[src/rtl/multicycle_ctrl.sv]
// multicycle_ctrl: multi-cycle control FSM for the RV32 datapath.
// Walks each instruction through FETCH/DECODE/EXEC/MEM/WB and drives the
// datapath strobes as Moore outputs of (state, latched opcode). It also
// counts retired instructions and parks in TRAP on an illegal opcode.
// Optional feature macro: MEM_WAIT_EN (MEM waits for mem_ready).
module multicycle_ctrl #(
    parameter int CNT_W      = 32,
    parameter int FETCH_WAIT = 0
) (
    input  logic             clk,
    input  logic             reset,
    input  logic [6:0]       Opcode,
    input  logic             stall,
    input  logic             mem_ready,
    output logic             pc_we,
    output logic             ir_we,
    output logic             ALUSrc,
    output logic             MemtoReg,
    output logic             RegWrite,
    output logic             MemRead,
    output logic             MemWrite,
    output logic [1:0]       ALUOp,
    output logic             Branch,
    output logic             jump,
    output logic             RWSel,
    output logic [2:0]       state_o,
    output logic             instr_done,
    output logic             illegal,
    output logic [CNT_W-1:0] instret
);

    typedef enum logic [2:0] {
        S_FETCH  = 3'd0,
        S_DECODE = 3'd1,
        S_EXEC   = 3'd2,
        S_MEM    = 3'd3,
        S_WB     = 3'd4,
        S_TRAP   = 3'd7
    } state_t;

    localparam logic [6:0] OP_R    = 7'b0110011;
    localparam logic [6:0] OP_I    = 7'b0010011;
    localparam logic [6:0] OP_LW   = 7'b0000011;
    localparam logic [6:0] OP_SW   = 7'b0100011;
    localparam logic [6:0] OP_BR   = 7'b1100011;
    localparam logic [6:0] OP_JAL  = 7'b1101111;
    localparam logic [6:0] OP_JALR = 7'b1100111;
    localparam logic [6:0] OP_LUI  = 7'b0110111;

    localparam logic [3:0] FW = 4'(FETCH_WAIT);

    state_t     state, next_state;
    logic [6:0] opcode_q;
    logic [3:0] wait_cnt;
    logic       mem_done;

    logic is_r, is_i, is_lw, is_sw, is_br, is_jal, is_jalr, is_lui;

    // Legality of the live opcode; only consulted while in DECODE.
    function automatic logic is_legal(input logic [6:0] op);
        case (op)
            OP_R, OP_I, OP_LW, OP_SW, OP_BR, OP_JAL, OP_JALR, OP_LUI: is_legal = 1'b1;
            default:                                                is_legal = 1'b0;
        endcase
    endfunction

`ifdef MEM_WAIT_EN
    assign mem_done = mem_ready;
`else
    // mem_ready is ignored; MEM always completes in one cycle.
    logic mem_ready_unused;
    assign mem_ready_unused = mem_ready;
    assign mem_done         = 1'b1;
`endif

    // Strobes decode from the latched opcode, never the live IR field.
    assign is_r    = (opcode_q == OP_R);
    assign is_i    = (opcode_q == OP_I);
    assign is_lw   = (opcode_q == OP_LW);
    assign is_sw   = (opcode_q == OP_SW);
    assign is_br   = (opcode_q == OP_BR);
    assign is_jal  = (opcode_q == OP_JAL);
    assign is_jalr = (opcode_q == OP_JALR);
    assign is_lui  = (opcode_q == OP_LUI);

    assign state_o = state;

    // State register; reset abandons any in-flight instruction.
    always_ff @(posedge clk or posedge reset) begin
        if (reset) state <= S_FETCH;
        else       state <= next_state;
    end

    // FETCH wait counter, frozen by stall.
    always_ff @(posedge clk or posedge reset) begin
        if (reset) begin
            wait_cnt <= 4'd0;
        end else if (!stall) begin
            if (state == S_FETCH && wait_cnt != FW) wait_cnt <= wait_cnt + 4'd1;
            else                                    wait_cnt <= 4'd0;
        end
    end

    // Opcode latch, captured only on an unstalled DECODE cycle.
    always_ff @(posedge clk or posedge reset) begin
        if (reset)                             opcode_q <= 7'd0;
        else if (!stall && state == S_DECODE)  opcode_q <= Opcode;
    end

    // Retired counter and sticky illegal flag.
    always_ff @(posedge clk or posedge reset) begin
        if (reset) begin
            instret <= '0;
            illegal <= 1'b0;
        end else begin
            if (instr_done)           instret <= instret + {{(CNT_W-1){1'b0}}, 1'b1};
            if (next_state == S_TRAP) illegal <= 1'b1;
        end
    end

    // Next-state and Moore strobe decode; stall overrides at the end.
    always_comb begin
        next_state = state;
        pc_we      = 1'b0;
        ir_we      = 1'b0;
        ALUSrc     = 1'b0;
        MemtoReg   = 1'b0;
        RegWrite   = 1'b0;
        MemRead    = 1'b0;
        MemWrite   = 1'b0;
        ALUOp      = 2'b00;
        Branch     = 1'b0;
        jump       = 1'b0;
        RWSel      = 1'b0;
        instr_done = 1'b0;
        case (state)
            S_FETCH: begin
                if (wait_cnt == FW) begin
                    pc_we      = 1'b1;
                    ir_we      = 1'b1;
                    next_state = S_DECODE;
                end
            end
            S_DECODE: begin
                next_state = is_legal(Opcode) ? S_EXEC : S_TRAP;
            end
            S_EXEC: begin
                ALUSrc = is_lw | is_sw | is_i | is_lui;
                if (is_br)              ALUOp = 2'b01;
                else if (is_r || is_i)  ALUOp = 2'b10;
                else if (is_lui)        ALUOp = 2'b11;
                else                    ALUOp = 2'b00;
                if (is_br) begin
                    Branch     = 1'b1;
                    pc_we      = 1'b1;
                    instr_done = 1'b1;
                    next_state = S_FETCH;
                end else if (is_jal) begin
                    jump       = 1'b1;
                    pc_we      = 1'b1;
                    next_state = S_WB;
                end else if (is_jalr) begin
                    pc_we      = 1'b1;
                    next_state = S_WB;
                end else if (is_lw || is_sw) begin
                    next_state = S_MEM;
                end else begin
                    next_state = S_WB;
                end
            end
            S_MEM: begin
                // Read/write stay up while waiting; memory acts on mem_done.
                MemRead  = is_lw;
                MemWrite = is_sw;
                if (mem_done) begin
                    if (is_lw) begin
                        next_state = S_WB;
                    end else begin
                        instr_done = 1'b1;
                        next_state = S_FETCH;
                    end
                end
            end
            S_WB: begin
                RegWrite   = 1'b1;
                MemtoReg   = is_lw;
                RWSel      = is_jal | is_jalr;
                instr_done = 1'b1;
                next_state = S_FETCH;
            end
            S_TRAP: begin
                next_state = S_TRAP;
            end
            default: begin
                next_state = S_FETCH;
            end
        endcase
        if (stall) begin
            next_state = state;
            pc_we      = 1'b0;
            ir_we      = 1'b0;
            RegWrite   = 1'b0;
            MemWrite   = 1'b0;
            instr_done = 1'b0;
        end
    end

endmodule

[config.mk]
export PLATFORM = sky130hd
export DESIGN_NAME = multicycle_ctrl
export DESIGN_NICKNAME = d
export VERILOG_FILES = /design/src/rtl/multicycle_ctrl.sv
export SDC_FILE = /design/constraint.sdc
export NUM_CORES = 1
export LEC_CHECK = 0
export CAP_MARGIN = 20
export CORE_MARGIN = 2
export CORE_UTILIZATION = 45
export CTS_BUF_LIST = sky130_fd_sc_hd__clkbuf_4 sky130_fd_sc_hd__clkbuf_8
export CTS_CLUSTER_DIAMETER = 120
export DETAILED_ROUTE_END_ITERATION = 7
export HOLD_SLACK_MARGIN = 0.06
export PLACE_DENSITY_LB_ADDON = 0.15
export RECOVER_POWER = 100
export SYNTH_ARGS = -nofsm -noshare
export SYNTH_HDL_FRONTEND = slang
export SYNTH_SLANG_ARGS = --single-unit
[constraint.sdc]
create_clock -name clk -period 3.3 [get_ports clk]
set_input_delay 0.495 -clock clk [delete_from_list [all_inputs] [get_ports clk]]
set_output_delay 0.495 -clock clk [all_outputs]
set_load 0.01 [all_outputs]
Yosys cells after proc, flatten, opt, wreduce, memory -nomap -nowiden
Cells that the tools add are included.
{"block": "totals", "n_memories": 0, "regBits": 47, "ramBits": 0, "out_inout_bits": 49, "word_cells": 82, "latch_bits": 0, "mem_bits_ro": 0}
{"block": "op_classes", "n_reduce_logical": 9, "muxes": 40, "mul": 0, "n_eq_ne": 22, "shifts": 0, "bitwise_logic": 4, "n_addsub": 2, "order_cmp": 0, "div": 0}
{"cell": "$eq 7x6->1 const B", "n": 6}
{"cell": "$eq 7x7->1 const B", "n": 6}
{"cell": "$add 32x1->32 const B", "n": 1}
{"cell": "$mux 1", "n": 24}
{"cell": "$mux 3", "n": 8}
{"cell": "$pmux 3 s5", "n": 1}
{"cell": "$eq 7x2->1 const B", "n": 2}
{"cell": "$eq 7x5->1 const B", "n": 2}
{"cell": "$eq 3x3->1 const B", "n": 3}
{"cell": "$mux 2", "n": 4}
{"cell": "$reduce_or 8->1", "n": 1}
{"cell": "$eq 3x2->1 const B", "n": 2}
{"cell": "$add 4x1->4 const B", "n": 1}
{"cell": "$logic_not 4->1", "n": 1}
{"cell": "$mux 4", "n": 1}
{"cell": "$or 1x1->1", "n": 4}
{"cell": "$reduce_bool 4->1", "n": 1}
{"cell": "$eq 3x1->1 const B", "n": 1}
{"cell": "$logic_not 3->1", "n": 1}
{"cell": "$pmux 1 s3", "n": 1}
{"cell": "$logic_and 1x1->1", "n": 2}
{"cell": "$logic_or 1x1->1", "n": 2}
{"cell": "$pmux 1 s2", "n": 1}
{"cell": "$logic_not 1->1", "n": 1}

Depth between registers and ports, before layout
Gate-level depths: netlist of run 1.
{"block": "depth", "depth_word": 9, "mapped_depth": 7, "ltp_nobuf": 7}

Least setup slack after synthesis of run 1
Ideal clock, no wire load.
{"block": "synth_timing", "path_type": "register -> output", "startpoint": "reg opcode_q[2]", "endpoint": "out instr_done", "required_ps": 2805, "path_slack_ps": 1033, "path_stages_with_launch": 6, "arrival_ps": 1772, "cell_sequence": "dfrtp_1 > or2_1 > buf_6 > or4_2 > a22oi_2 > inv_1"}
{"block": "synth_between", "elab_chain_cells": 4}
{"item": "start: declaration", "line": "53", "text": "logic [6:0] opcode_q;"}
{"item": "start signal: assignment", "line": "107", "text": "else if (!stall && state == S_DECODE) opcode_q <= Opcode;"}
{"item": "$eq 7x2->1 / $eq 7x7->1 (equally long branches)", "line": "79, 81"}
{"item": "$mux 1, on equally long branches", "line": "176, 153"}
{"item": "$pmux 1 s3 (*)", "line": "136", "text": "case (state)"}
{"item": "$mux 1 (*)", "line": "198", "text": "if (stall) begin"}
{"item": "end: declaration", "line": "27", "text": "output logic instr_done,"}
Mark *: on every way between the ends. The rest lies on a longest branch, timed or not.

Worst setup path in the final report of run 1
{"block": "layout_timing", "startpoint": "reg opcode_q[3]", "endpoint": "out instr_done"}
Same word-level chain as after synthesis.

==> results of run 1 <==
-- layout make-up --
type,count,area (um2)
well taps,72,90.09
multi-input cells,195,1237
clock inverters,2,12.51
clock buffers,6,76.32
repair buffers,62,605.6
flip-flops and latches,47,1176
inverters,10,37.54
fillers,514,2203
-- flip-flops by register name, indices dropped and copies added (netlist names) --
register	count
state_o	3
illegal	1
opcode_q	7
instret	32
wait_cnt	4
-- critical path, stage by stage, from the launching register on --
cell	delay, ns
dfrtp_1	0.41
nand3b_1	0.28
or4_2	0.72
a22oi_2	0.34
inv_1	0.11
clkdlybuf4s50_1	0.49
-- metal layers --
| metal | part of all wire (%) | vias up |
|---|---|---|
| li1 | - | 1028 |
| met1 | 46 | 999 |
| met2 | 47 | 51 |
| met3 | 5.4 | 9 |
| met4 | 1.4 | 0 |
| met5 | 0 | - |
-- layout by cell type, fill, tap and decap left out, types with 2 or more instances in the layout --
cell / count
o22ai_1: 2
nand3b_1: 4
xor2_1: 7
o21a_1: 2
clkbuf_8: 5
dlygate4sd3_1: 51
mux2_2: 7
nand2_1: 32
o21ai_0: 11
and4_1: 2
o31ai_1: 2
nor4_1: 2
xnor2_1: 24
nor2_1: 26
clkdlybuf4s50_1: 7
nand3_1: 15
dfrtp_1: 47
a21oi_1: 2
ha_1: 3
nand2b_1: 7
a211o_1: 3
and3_1: 4
inv_1: 10
clkbuf_1: 2
nor3_1: 12
nand4_1: 8
-- metrics by stage --
step	hold slack, ns	cells
detailed placement	0.4583	385
global placement	0.4616	385
global route	0.5107	394
CTS	0.4827	393
floorplan	0.4463	259
finish	0.4744	394
-- kinds of logic (layout without fill, tap and decap cells) --
| family | Yosys count | in the layout | share of synthesized area (%) |
|---|---|---|---|
| and+or+nand+nor | 124 | 124 | 25.45 |
| DFF | 47 | 47 | 47.09 |
| xor gates and xnor gates | 32 | 32 | 11.52 |
| AOI/OAI and AO/OA | 29 | 29 | 8.116 |
| buffers and inverters | 17 | 80 | 3.156 |
| muxes | 7 | 7 | 3.156 |
| adders and majority gates | 3 | 3 | 1.503 |
-- power groups by stage --
stage	combinational, mW	sequential (mW)	clock (mW)
final	0.600	0.816	0.352
after global routing	0.667	0.838	0.388
after CTS	0.629	0.817	0.368
after detailed placement	0.626	0.828	0
after global placement	0.613	0.826	0
after floorplan	0.441	0.788	0
-- worst min path at each step --
stage	cells past startpoint	slack [ns]	endpoint	start
global route	1	0.51	wait_cnt[3]	wait_cnt[3]
finish	1	0.47	illegal	illegal
global placement	1	0.46	illegal	illegal
detailed placement	1	0.46	illegal	illegal
CTS	1	0.48	illegal	illegal
floorplan	1	0.45	wait_cnt[3]	wait_cnt[3]
==> impl_metrics.yaml, run 1 <==
worst_setup_path:
  crit_end: "instr_done"
  crit_start: "opcode_q[3]"
  path_class: "reg2out"
  arrival_ns: 2.64
  reg2reg_depth: 6
  r2r_slack_ns: 0.90
  required_ns: 2.80
  start_kind: "flip-flop"
  cp_max_fo: 7
  rr_endpoint: "instret[31]"
  critPathCaptureType: "output pin"
  r2r-start: "opcode_q[2]"
drt:
  vias_per_cell: 5.297
  drc: 0
  ant_nets: 0
  routed_wl_um: 5260
  wl_per_cell_um: 13.35
  firstDrtPassIters: 4
  first_iter_violations: 67
  vias: 2087
hold_path:
  holdCritPathClass: "reg2reg"
power:
  p_leak_nw: 1.452
  p_per_area_mw_per_mm2: 546.4
  internal-power_mw: 1.118
  p_sw_share_pct: 36.77
  p_sw_mw: 0.6500
  power_frac_clock_pct: 19.9
  sequentialPowerShare_pct: 46.2
  total_power_mw: 1.768
  p_comb_share_pct: 33.9
  vdd_ir_drop_max_uv: 318.6
global_route:
  grt_max_degree: 48
  grt_pass1_vias: 2014
  use_met2_pct: 29.48
  grt_pass1_wl_um: 8963
  met3_usage_pct: 5.287
  grt_use_met1_pct: 23.25
  antenna_found_initial: 0
  grt_overflow: 0
  gr-max-usage-layer: "met2"
  grtUsageTotal_pct: 18.17
die:
  initial_core_util_pct: 45.92
  num_rows: 27
  dieArea_mm2: 0.006161
  fp.coreArea_mm2: 0.005439
  io-pin-count: 60
  die_y_um: 78.50
  die_w_um: 78.50
clock_network:
  htreeDepth: 2
  post_cts_resized: 0
  clock-root-buffer: "clkbuf_8"
  cts_setup_buffers: 0
  cts_tree: "built"
  ctsHoldBuffers: 0
  cts_sinks: 47
  clk_pin_slew_ns: 0.08
  clkLatencyLatePin_ns: 0.30
  numCtsBuffers: 5
  clk_path_buf_depth: 2
sta:
  min_period_ns: 3.139
  finalCritPeriodShare_pct: 95.12
  fmaxAchievable_ghz: 0.3186
  maxSlewViolCount: 39
  hold_violations: 0
  finalSetupTns_ns: 0
  slew_headroom_pct: -18.47
  finalSetupViolations: 0
  rsz0062_at_grt: "false"
  final.setup_skew_ns: 0.006642
  setup_ws_ns: 0.1610
  worst_slew_pin_slew_ns: 1.777
synthesis:
  avgSynthCellArea_um2: 9.642
  synth_edf_count: 0
  syn_inst: 259
  ys_ff_latch: 47
  syn_area_mm2: 0.002497
  synth_top_cells_by_count: "47 x dfrtp_1, 32 x nand2_1, 26 x nor2_1"
  ys_types: 44
  post-synth-top-area-cell: "dfrtp_1"
  synth.top_cell.area_share_pct: 47.09
  syn_nets: 273
  synth_warnings: 0
  synth_top_cells_by_area: "dfrtp_1 47%, xnor2_1 8.4%, nand2_1 4.8%"
  ys_seq_area_share_pct: 47.09
  synth_ff_type: "dfrtp_1"
  yosysMostFrequentCell: "dfrtp_1"
  async_reset_ff_share_pct: 100.0
final_layout:
  n_antenna_cell: 0
  fin_util_pct: 59.49
  area_growth_pct: 29.56
  nets: 335
  post-route-cell-area_mm2: 0.003236
  drive_above_1_share_pct: 7.764
place:
  io_buffers: 58
  gp_congestion: 0.7982
  dp_hpwl_um: 3887
  place_ws_ns: 0.4588
  placed_cell_area_mm2: 0.003149
outcome:
  outcome: "finished, violations left"
  violations: "capacitance limit, slew limit"
flow_run:
  cap_violations: 1
Note: power is estimated with default switching activity, not from simulation.
==> inputs of run 2 (changes only) <==
--- a/config.mk
+++ b/config.mk
@@ -14,6 +14,7 @@
 export HOLD_SLACK_MARGIN = 0.06
 export PLACE_DENSITY_LB_ADDON = 0.15
 export RECOVER_POWER = 100
+export SLEW_MARGIN = 20
 export SYNTH_ARGS = -nofsm -noshare
 export SYNTH_HDL_FRONTEND = slang
 export SYNTH_SLANG_ARGS = --single-unit
==> constraint.sdc (replaced) <==
create_clock -name clk -period 3.2 [get_ports clk]
set_input_delay 0.48 -clock clk [delete_from_list [all_inputs] [get_ports clk]]
set_output_delay 0.48 -clock clk [all_outputs]
set_load 0.01 [all_outputs]
==> impl_metrics.yaml, run 2 (synthesis results as in run 1) <==
sta:
  worst_slew_pin_slew_ns: 2.017
  slew_headroom_pct: -35.22
  finalCritPeriodShare_pct: 97.20
  min_period_ns: 3.110
  final.setup_skew_ns: 0.009941
  whs_ns: 0.4788
  finalSetupTns_ns: 0
  fmaxAchievable_ghz: 0.3215
  maxSlewViolCount: 48
  hold_violations: 0
  finalSetupViolations: 0
drt:
  vias: 2069
  ant_nets: 0
  firstDrtPassIters: 5
  routed_wl_um: 5184
  vias_per_cell: 5.212
  wl_per_cell_um: 13.06
  drc: 0
  first_iter_violations: 65
die:
  num_rows: 27
  fp.coreArea_mm2: 0.005439
  io-pin-count: 60
  initial_core_util_pct: 45.92
  dieArea_mm2: 0.006161
  die_y_um: 78.50
  die_w_um: 78.50
final_layout:
  final_common_cell: "dfrtp_1"
  fin_util_pct: 60.41
  largest_reg_flops: 32
  post-route-cell-area_mm2: 0.003286
  fillers: 500
  area_growth_pct: 31.56
  drive_above_1_share_pct: 9.568
  layout_common_cells: "47 x dfrtp_1, 38 x dlygate4sd3_1, 32 x nand2_1, 26 x nor2_1, 24 x xnor2_1"
  fin_cells: 397
  nets: 337
  largest_register: "instret"
  top_regs: "instret (32), opcode_q (7), wait_cnt (4)"
worst_setup_path:
  crit_slowest_cell: "or4_2"
  crit_buf_inv: 2
  path_cells: "nand3b_1 -> or4_2 -> a22oi_2 -> inv_1 -> clkdlybuf4s50_1"
  required_ns: 2.72
  start_kind: "flip-flop"
  slowest_delay_ns: 0.72
  arrival_ns: 2.63
  path_delay_family: "simple AND/OR/NAND/NOR gates"
  path_class: "reg2out"
  cp_max_fo: 7
  critPathCaptureType: "output pin"
clock_network:
  cts_tree: "built"
  htreeDepth: 2
  clk_path_buf_depth: 2
  ctsHoldBuffers: 0
  clock-root-buffer: "clkbuf_8"
  clk_pin_slew_ns: 0.09
  clkLatencyLatePin_ns: 0.30
  numCtsBuffers: 5
  cts_sinks: 47
place:
  dp_hpwl_um: 3850
  placed_cell_area_mm2: 0.003149
  gp_congestion: 0.7977
  dp.cells: 385
  io_buffers: 58
global_route:
  met3_usage_pct: 4.943
  antenna_found_initial: 1
  grtUsageTotal_pct: 17.91
  gr-max-usage-layer: "met2"
  use_met2_pct: 30.34
  grt_overflow: 0
  grt_use_met1_pct: 22.54
  grt_pass1_vias: 1962
  grt_pass1_wl_um: 8776
  grt_max_degree: 48
outcome:
  outcome: "finished, violations left"
  violations: "capacitance limit, slew limit"
power:
  p_per_area_mw_per_mm2: 585.8
  vdd_ir_drop_max_uv: 407.9
  p_leak_nw: 1.429
flow_run:
  cap_violations: 1
hold_path:
  holdCritPathClass: "reg2reg"
[run 2: per-stage QoR]
| step | total power [mW] | setup WS, ns |
|---|---|---|
| global placement | 1.485 | 0.4050 |
| floorplan | 1.267 | 0.9479 |
| CTS | 1.947 | 0.05090 |
| global route | 2.064 | -0.005354 |
| detailed placement | 1.495 | 0.3911 |
| finish | 1.925 | 0.08952 |
[run 2: power breakdown]
group          leakage (nW)  internal, mW  switching (mW)
logic                 0.762         0.326           0.313
clock network        0.0587         0.237           0.206
registers             0.609         0.689           0.154
[run 2: final timing paths]
| check | end | depth (start not counted) | slack (ns) | from |
|---|---|---|---|---|
| min in group asynchronous | instret[28] | 2 | 1.16 | reset |
| worst max register to register | instret[14] | 7 | 0.80 | state_o[2] |
| worst max-delay path | instr_done | 5 | 0.09 | opcode_q[3] |
| worst min register to register | illegal | 1 | 0.48 | illegal |
| max in group asynchronous | opcode_q[5] | 2 | 1.13 | reset |
| worst min-delay path | illegal | 1 | 0.48 | illegal |
[run 2: per-layer routing]
metal | vias to the layer above | part of all wire (%)
li1 | 1032 | -
met1 | 988 | 46
met2 | 47 | 49
met3 | 2 | 4.5
met4 | 0 | 0.46
met5 | - | 0
[run 2: repair_timing]
item,4_1_cts,5_1_grt
buffers inserted,0,3
hold endpoints to repair,0,0
endpoints found under the setup margin,0,1
gates resized for setup,0,1
[run 2: cell type report]
class,instances,area (um2),area share (%)
antenna,1,2.502,0.07616
clock buffer,5,68.82,2.094
clock inverter,3,47.55,1.447
inverter,10,38.79,1.181
multi-input combinational,195,1244,37.85
sequential,47,1176,35.80
tap,72,90.09,2.742
timing repair buffer,64,618.1,18.81
==> inputs of run 3 (changes only) <==
--- a/config.mk
+++ b/config.mk
@@ -6,6 +6,7 @@
 export NUM_CORES = 1
 export LEC_CHECK = 0
 export CAP_MARGIN = 20
+export CORE_ASPECT_RATIO = 0.8
 export CORE_MARGIN = 2
 export CORE_UTILIZATION = 45
 export CTS_BUF_LIST = sky130_fd_sc_hd__clkbuf_4 sky130_fd_sc_hd__clkbuf_8
@@ -13,7 +14,6 @@
 export DETAILED_ROUTE_END_ITERATION = 7
 export HOLD_SLACK_MARGIN = 0.06
 export PLACE_DENSITY_LB_ADDON = 0.15
-export RECOVER_POWER = 100
 export SLEW_MARGIN = 20
 export SYNTH_ARGS = -nofsm -noshare
 export SYNTH_HDL_FRONTEND = slang
==> impl_metrics.yaml, run 3 (synthesis results as in run 1) <==
die:
  initial_core_util_pct: 46.20
  io-pin-count: 60
  dieArea_mm2: 0.006165
  die_w_um: 87.29
  die_y_um: 70.63
  fp.coreArea_mm2: 0.005405
  num_rows: 24
drt:
  first_iter_violations: 77
  drc: 0
  wl_per_cell_um: 13.43
  routed_wl_um: 5211
  vias: 2064
  firstDrtPassIters: 4
  vias_per_cell: 5.320
  ant_nets: 0
worst_setup_path:
  arrival_ns: 2.54
  path_delay_family: "simple AND/OR/NAND/NOR gates"
  r2r_slack_ns: 0.74
  path_cells: "or2_4 -> or4_2 -> a22oi_2 -> inv_1 -> clkdlybuf4s50_1"
  reg2reg_depth: 8
  critPathCaptureType: "output pin"
  slowest_delay_ns: 0.60
  cp_max_fo: 7
  path_class: "reg2out"
  crit_end: "instr_done"
  crit_start: "opcode_q[2]"
  crit_slowest_cell: "or4_2"
  required_ns: 2.72
  crit_buf_inv: 2
  start_kind: "flip-flop"
  cp.depth: 5
  rr_endpoint: "instret[6]"
  r2r-start: "opcode_q[3]"
place:
  gp_congestion: 0.7946
  dp_hpwl_um: 3852
  io_buffers: 58
  placed_cell_area_mm2: 0.003141
  dp.cells: 378
power:
  vdd_ir_drop_max_uv: 336.3
  p_sw_mw: 0.6606
  p_leak_nw: 1.354
  p_sw_share_pct: 34.14
  total_power_mw: 1.935
  p_per_area_mw_per_mm2: 591.2
  sequentialPowerShare_pct: 43.7
  p_comb_share_pct: 34.4
  power_frac_clock_pct: 21.9
  internal-power_mw: 1.275
final_layout:
  fillers: 479
  fin_cells: 388
  top_regs: "instret (32), opcode_q (7), wait_cnt (4)"
  largest_register: "instret"
  nets: 337
  post-route-cell-area_mm2: 0.003273
  drive_above_1_share_pct: 10.22
  n_antenna_cell: 0
  final_common_cell: "clkdlybuf4s50_1"
  layout_common_cells: "58 x clkdlybuf4s50_1, 47 x dfrtp_1, 32 x nand2_1, 26 x nor2_1, 24 x xnor2_1"
  largest_reg_flops: 32
  area_growth_pct: 31.06
clock_network:
  ctsHoldBuffers: 0
  clk_pin_slew_ns: 0.08
  htreeDepth: 2
  numCtsBuffers: 5
  clock-root-buffer: "clkbuf_8"
  clk_path_buf_depth: 2
  cts_tree: "built"
  clkLatencyLatePin_ns: 0.29
  cts_sinks: 47
sta:
  worst_slew_pin_slew_ns: 0.7895
  finalSetupViolations: 0
  hold_violations: 0
  rsz0062_at_grt: "false"
  fmaxAchievable_ghz: 0.3307
  slew_headroom_pct: 47.31
  min_period_ns: 3.024
  finalSetupTns_ns: 0
  maxSlewViolCount: 0
  finalCritPeriodShare_pct: 94.49
  final.setup_skew_ns: 0.008442
outcome:
  outcome: "completed"
global_route:
  grt_overflow: 0
  grt_pass1_wl_um: 8769
  grt_max_degree: 48
  grtUsageTotal_pct: 17.75
  grt_pass1_vias: 1938
  antenna_found_initial: 0
hold_path:
  hold_depth: 1
  holdCritPathClass: "reg2reg"
flow_run:
  cap_violations: 0
[run 3: changes by cell type in the layout (fill, tap and decap cells not counted), moves of 2 or more]
| cell | delta |
|---|---|
| buf_4 | +2 |
| clkbuf_1 | -2 |
| clkdlybuf4s50_1 | +38 |
| dlygate4sd3_1 | -38 |
[run 3: cell type report]
class                   count  area (um2)  area share [%]
clock buffers               6       76.32           2.332
clock inverters             1       30.03          0.9174
inverters                  10       38.79           1.185
multi-input cells         195        1245           38.04
flip-flops and latches     47        1176           35.93
well taps                  65       81.33           2.485
repair buffers             64       625.6           19.11
[run 3: through the flow]
stage	util, %	hold slack [ns]	setup WS [ns]
after floorplan	-	0.4463	0.9479
after global placement	58.10	0.4678	0.4096
after detailed placement	58.10	0.4672	0.3844
after CTS	60.07	0.4841	0.06078
after global routing	60.56	0.5079	0.05887
final	60.56	0.4807	0.1763
[run 3: repair_timing]
| item | CTS | global route |
|---|---|---|
| resized for setup | 0 | 1 |
| setup endpoints to repair | 0 | 1 |
| setup buffers | 0 | 3 |
| endpoints found under the hold margin | 0 | 0 |
[run 3: worst register-to-register path: cells and delay by family (launching register included)]
kind                      cells  cell delay, ns
buffers and inverters         2            0.36
AOI/OAI and AO/OA             2            0.65
DFF                           1            0.40
xor gates and xnor gates      1            0.15
and+or+nand+nor               3            0.81
[run 3: how the worst min path moves through the flow]
stage,from,endpoint,slack [ns]
CTS,wait_cnt[3],wait_cnt[3],0.48
global placement,wait_cnt[3],wait_cnt[3],0.47
floorplan,wait_cnt[3],wait_cnt[3],0.45
detailed placement,wait_cnt[3],wait_cnt[3],0.47
finish,wait_cnt[3],wait_cnt[3],0.48
global route,instret[25],instret[25],0.51
[run 3: metal layers]
layer / GRT usage (%) / vias up / share of wire [%]
li1: - / 1022 / -
met1: 25.15 / 1002 / 50
met2: 27.61 / 36 / 46
met3: 4.434 / 4 / 3.9
met4: 4.103 / 0 / 0.75
met5: 0 / - / 0
[run 3: power by group through the flow]
| stage | registers [mW] | logic (mW) | clock network [mW] |
|---|---|---|---|
| floorplan | 0.812 | 0.455 | 0 |
| global placement | 0.851 | 0.632 | 0 |
| detailed placement | 0.854 | 0.647 | 0 |
| CTS | 0.843 | 0.649 | 0.433 |
| global route | 0.866 | 0.736 | 0.454 |
| finish | 0.846 | 0.665 | 0.424 |
